--- config.mk ---
export PLATFORM = sky130hd
export DESIGN_NAME = pwmencoder_flat
export DESIGN_NICKNAME = d
export VERILOG_FILES = /design/src/rtl/pwmencoder_pkg.sv /design/src/rtl/pwmencoder_if.sv /design/src/rtl/pwmencoder_us_tick.sv /design/src/rtl/pwmencoder.sv /design/src/flat_wrapper.sv
export SDC_FILE = /design/constraint.sdc
export NUM_CORES = 1
export LEC_CHECK = 0
export CORE_MARGIN = 2
export CORE_UTILIZATION = 52
export CTS_CLUSTER_DIAMETER = 80
export DETAILED_ROUTE_END_ITERATION = 7
export HOLD_SLACK_MARGIN = 0.02
export PLACE_DENSITY_LB_ADDON = 0.1
export SYNTH_ARGS = -nofsm -noshare
export SYNTH_HDL_FRONTEND = slang
export SYNTH_SLANG_ARGS = --single-unit
--- constraint.sdc ---
create_clock -name i_clk -period 2.4 [get_ports i_clk]
set_input_delay 0.48 -clock i_clk [delete_from_list [all_inputs] [get_ports i_clk]]
set_output_delay 0.48 -clock i_clk [all_outputs]
set_load 0.02 [all_outputs]
--- src/rtl/pwmencoder_pkg.sv ---
// pwm_pkg: shared constants, state type and defaults for the PWM encoder/decoder pair
// Ports: none (package)
package pwm_pkg;
  localparam int PWM_ERR_BIT = 15;
  localparam int PWM_US_PER_S = 1_000_000;
  localparam int PWM_FRAME_US = 20000;
  localparam int PWM_MIN_US = 800;
  localparam int PWM_MAX_US = 2500;
  localparam int PWM_DEFAULT_US = 1000;
  typedef enum logic [1:0] {S_HIGH, S_LOW, S_OFF} pwm_state_t;
endpackage

--- src/rtl/pwmencoder_if.sv ---
// pwmencoder_if: command handshake between the register bank and the encoder
// Signals: value[15:0] (bit 15 disable, [14:0] width in us), valid, ready
interface pwmencoder_if;
  logic [15:0] value;
  logic valid;
  logic ready;
  modport master(output value, valid, input ready);
  modport slave(input value, valid, output ready);
endinterface

--- src/rtl/pwmencoder_us_tick.sv ---
// pwm_us_tick: microsecond prescaler, o_tick high on the terminal count of each 1 us window
// Ports: i_clk, i_resetn (async active-low), o_tick
module pwm_us_tick
  import pwm_pkg::*;
#(
  parameter int clockFreq = 50_000_000
) (
  input  logic i_clk,
  input  logic i_resetn,
  output logic o_tick
);
  localparam int DIV = clockFreq / PWM_US_PER_S;
  localparam int W = DIV > 1 ? $clog2(DIV) : 1;
  logic [W-1:0] cnt;
  assign o_tick = cnt == W'(DIV - 1);
  always_ff @(posedge i_clk or negedge i_resetn)
    if (!i_resetn) cnt <= '0;
    else cnt <= o_tick ? '0 : cnt + 1'b1;
endmodule

--- src/rtl/pwmencoder.sv ---
// pwmencoder: fixed-period servo/ESC PWM generator with frame-aligned double-buffered width updates
// Ports: i_clk, i_resetn (async active-low), cmd (pwmencoder_if.slave: value/valid/ready),
//        o_pwm (registered PWM output), o_frame_start (one-cycle pulse at each frame start)
// Build option: PWMENCODER_CLAMP_EN clamps widths to [minUs, maxUs]; otherwise only the
//               frameUs-1 saturation applies. Bit 15 disables the output in both builds.
module pwmencoder
  import pwm_pkg::*;
#(
  parameter int clockFreq = 50_000_000,
  parameter int frameUs = PWM_FRAME_US,
  parameter int minUs = PWM_MIN_US,
  parameter int maxUs = PWM_MAX_US,
  parameter int defaultUs = PWM_DEFAULT_US
) (
  input  logic         i_clk,
  input  logic         i_resetn,
  pwmencoder_if.slave  cmd,
  output logic         o_pwm,
  output logic         o_frame_start
);
  localparam int UW = $clog2(frameUs);
  logic us_tick, boundary, accept, pending, pwm_d;
  logic [UW-1:0] us_cnt;
  logic [15:0] shadow, active, load;
  logic [14:0] w, load_w;
  pwm_state_t state, state_nx;
  function automatic logic [14:0] eff_width(input logic [14:0] raw);
    logic [14:0] c;
`ifdef PWMENCODER_CLAMP_EN
    c = raw < 15'(minUs) ? 15'(minUs) : raw > 15'(maxUs) ? 15'(maxUs) : raw;
`else
    c = raw;
`endif
    // saturating below frameUs guarantees a falling edge in every frame
    return c >= 15'(frameUs) ? 15'(frameUs - 1) : c;
  endfunction
  pwm_us_tick #(.clockFreq(clockFreq)) u_tick (
    .i_clk(i_clk),
    .i_resetn(i_resetn),
    .o_tick(us_tick)
  );
  assign boundary = us_tick && us_cnt == UW'(frameUs - 1);
  assign cmd.ready = !pending;
  assign accept = cmd.valid && !pending;
  // value that becomes active at the boundary: a pending shadow wins, no bypass of a same-cycle accept
  assign load = pending ? shadow : active;
  assign w = eff_width(active[14:0]);
  assign load_w = eff_width(load[14:0]);
  always_comb begin
    state_nx = state;
    if (boundary) state_nx = load[PWM_ERR_BIT] ? S_OFF : (load_w != '0 ? S_HIGH : S_LOW);
    else if (state == S_HIGH && 15'(us_cnt) >= w) state_nx = S_LOW;
    pwm_d = state == S_HIGH && 15'(us_cnt) < w;
  end
  always_ff @(posedge i_clk or negedge i_resetn)
    if (!i_resetn) begin
      us_cnt <= '0;
      shadow <= '0;
      active <= 16'(defaultUs);
      pending <= 1'b0;
      state <= S_HIGH;
      o_pwm <= 1'b0;
      o_frame_start <= 1'b0;
    end else begin
      if (us_tick) us_cnt <= boundary ? '0 : us_cnt + 1'b1;
      if (accept) shadow <= cmd.value;
      if (boundary && pending) active <= shadow;
      pending <= accept || (pending && !boundary);
      state <= state_nx;
      o_pwm <= pwm_d;
      o_frame_start <= boundary;
    end
endmodule

--- src/flat_wrapper.sv ---
// flat-port wrapper written by rule: the top's interface ports become plain ports
module pwmencoder_flat import pwm_pkg::*;
#(
  parameter int clockFreq = 50_000_000,
  parameter int frameUs = PWM_FRAME_US,
  parameter int minUs = PWM_MIN_US,
  parameter int maxUs = PWM_MAX_US,
  parameter int defaultUs = PWM_DEFAULT_US
)
  (i_clk, i_resetn, o_pwm, o_frame_start, cmd_value, cmd_valid, cmd_ready);
  pwmencoder_if cmd_i ();
  input  logic i_clk;
  input  logic i_resetn;
  output logic o_pwm;
  output logic o_frame_start;
  input wire logic [$bits(cmd_i.value)-1:0] cmd_value;
  input wire logic [$bits(cmd_i.valid)-1:0] cmd_valid;
  output wire logic [$bits(cmd_i.ready)-1:0] cmd_ready;
  assign cmd_i.value = cmd_value;
  assign cmd_i.valid = cmd_valid;
  assign cmd_ready = cmd_i.ready;
  pwmencoder #(.clockFreq(clockFreq), .frameUs(frameUs), .minUs(minUs), .maxUs(maxUs), .defaultUs(defaultUs)) u_core (.i_clk(i_clk), .i_resetn(i_resetn), .cmd(cmd_i), .o_pwm(o_pwm), .o_frame_start(o_frame_start));
endmodule
==> impl_metrics.toml <==
[status]
status = "finished clean"

[floorplan]
initial_core_util_pct = 53.9
die-area_um2 = 6330
rows = 27
die_x_um = 79.6
die_h_um = 79.6
num_io_pins = 22
coreArea_um2 = 5510

[global_route]
grt_pass1_vias = 1982
grt_pass1_wl_um = 9500
grt_max_degree = 38
antenna_found_initial = 0
grt_usage_pct = 19.5
grt_overflow = 0

[timing]
post-route-period-util_pct = 99.2
hold_viol_final = 0
final.setup_skew_ps = 10.9
layout_min_cycle_time_ps = 2380
worst_slew_pin_slew_ps = 571
max_freq_ghz = 0.420
timing.hold.ws_ps = 115
timing.final.setup_violations = 0
slew_violations = 0
rsz0062_at_grt = "yes"
timing.slew.headroom_pct = 61.8

[worst_setup_path]
critPathBufInv = 0
cpPeakStageDelay_ps = 520
critPathSlowestCell = "or4_1"
critical-path-top-delay-family = "simple AND/OR/NAND/NOR gates"
crit_path_start_kind = "flip-flop"
cp_max_fo = 5
worstSetupPathType = "reg -> reg"
critPathRequiredTime_ps = 2610
path_cells = "or4_1, nand4_1, a21oi_2, or2_4, ha_4, nand2b_4, a211o_1, a21oi_1, o31a_1, o31ai_1"
arrival_ps = 2590
end_kind = "flip-flop"

[synthesis]
synthCells = 257
yosysTopAreaCellShare_pct = 43.8
async_reset_ff_share_pct = 100
synth_flop_cell = "dfrtp_1"
avgSynthCellArea_um2 = 11.6
synth_cell_types = 41
yosysSeqAreaShare_pct = 49.1
yosys.area.top_type = "dfrtp_1"
synth_xor_area_share_pct = 4.13
synthSimpleGateAreaFrac_pct = 17.3
synth_top_family_by_area = "simple AND/OR/NAND/NOR gates"
synth-compound-area-share_pct = 4.84
synth.cell_area_um2 = 2970
ys_ff_latch = 58
ys.warnings.count = 0
synth_fa_ha_area_share_pct = 7.58
syn_nets = 294
synth_edf_count = 0
synth_area_leaders = "dfrtp_1 44%, mux2_2 9.5%, ha_1 7.6%"
synthMuxAreaShare_pct = 15.0

[clocking]
clockBufferDepth = 2
cts.reportedPaths.clkPinSlew_ps = 70
cts_buffers = 9
cts_tree = "built"
cts_root_buf = "clkbuf_8"
clock-sinks = 58
htreeDepth = 3
insertion_delay_ps = 330

[detailed_routing]
wl_per_cell_um = 14.9
via_count = 2039
drt-pass1-iter-count = 6
ant_nets = 0
route.detailed.drc = 0
drt_iter0_drc = 55
via_per_inst = 5.48
routed_wl_um = 5530

[finish]
final_cell_mix = "52 x dfrtp_1, 25 x nor2_1, 25 x mux2_2"
drive_gt1_share_pct = 27.3
stdcell_count = 372
areaGrowthSynthToFinish_pct = 21.9
layout_commonest_cell = "dfrtp_1"
register_area_um2 = 1460
num-fill-cells = 439
diodes = 0
fin_nets = 332
multi_input_area_um2 = 1520

[min_path]
min_path_type = "in -> async"

[pwr]
power_uw = 2050
power_density_nw_per_um2 = 567
ir_worst_vdd_mv = 0.458
power_leakage_uw = 0.00161

[place]
dpl.hpwl_um = 4090
port_buffers = 21
place_inst = 356
gp_congestion = 0.879

[run]
cap_violations = 0
synth_stat cells, drive strengths merged, types with 2 or more instances:
cell,n
a21oi,8
a221oi,2
and4,2
buf,4
clkbuf,2
dfrtp,52
dfstp,6
ha,18
inv,7
mux2,34
mux2i,3
nand2,19
nand2b,3
nand3,10
nand4,11
nor2,25
nor2b,3
nor3,4
nor4,5
nor4b,2
o21ai,9
or4,3
xnor2,11
xor2,3
metrics by stage:
step	utilization, %	area (um2)	setup TNS [ps]	setup slack (ps)
after global placement	60.9	3350	-26.7	-26.7
after detailed placement	60.9	3350	-114	-99.6
after global routing	65.8	3620	-165	-113
after CTS	65.2	3590	-10.6	-10.6
final	65.8	3620	0	19.0
after floorplan	-	2980	0	11.7
worst register-to-register path, delay by kind of cell (launching register included):
family / cells / cell delay, ps
flip-flops: 1 / 370
adder cells (fa/ha/maj): 1 / 200
AND/OR/NAND/NOR: 4 / 1020
AO/OA/AOI/OAI: 5 / 690
state kept, by name, summed over array words and instances, names as in the netlist:
| name | count |
|---|---|
| u_core.shadow | 16 |
| u_core.u_tick.cnt | 6 |
| u_core.o_frame_start | 1 |
| u_core.active | 16 |
| u_core.o_pwm | 1 |
| u_core.state | 2 |
| u_core.pending | 1 |
| u_core.us_cnt | 15 |
cells by family (layout without fill, tap and decap cells):
logic type | count (synthesis) | after routing
buf+inv | 13 | 56
xor+xnor | 14 | 14
flops | 58 | 58
fa+ha+maj | 18 | 18
simple gates | 93 | 93
compound gates | 24 | 24
mux | 37 | 37
path summary, 6_finish.rpt:
check | to | depth (start not counted) | slack [ps] | start
max reg2reg | u_core.state[0] | 10 | 20 | u_core.active[5]
max in group asynchronous | u_core.active[7] | 2 | 1640 | i_resetn
min reg2reg | u_core.state[0] | 1 | 490 | u_core.state[1]
min | u_core.u_tick.cnt[5] | 1 | 110 | i_resetn
min in group i_clk | u_core.state[0] | 1 | 490 | u_core.state[1]
max | u_core.state[0] | 10 | 20 | u_core.active[5]
cell type report:
type	instances	area share (%)
sequential	58	40.3
tap	72	2.49
multi-input combinational	186	41.9
clock buffer	12	4.28
inverter	7	0.726
timing repair buffer	33	8.85
clock inverter	4	1.42
timing repair:
| action | in CTS | in global routing |
|---|---|---|
| setup buffers | 0 | 0 |
| endpoints found under the setup margin | 2 | 2 |
| gates resized for setup | 4 | 8 |
| pin swaps | 7 | 6 |
| hold buffers | 0 | 0 |
routing by layer:
| metal | track usage [%] | part of all wire (%) | up-vias |
|---|---|---|---|
| li1 | - | - | 1002 |
| met1 | 27.1 | 47 | 991 |
| met2 | 30.2 | 49 | 36 |
| met3 | 3.73 | 3.0 | 10 |
| met4 | 7.24 | 1.7 | 0 |
| met5 | 0 | 0 | - |
power breakdown:
| group | internal, uW | total, uW | switching [uW] |
|---|---|---|---|
| Clock | 537 | 920 | 384 |
| Sequential | 1010 | 1040 | 26.5 |
| Combinational | 58.9 | 92.3 | 33.4 |
| Total | 1610 | 2050 | 444 |
No activity file was read; power rests on OpenSTA's default activity.
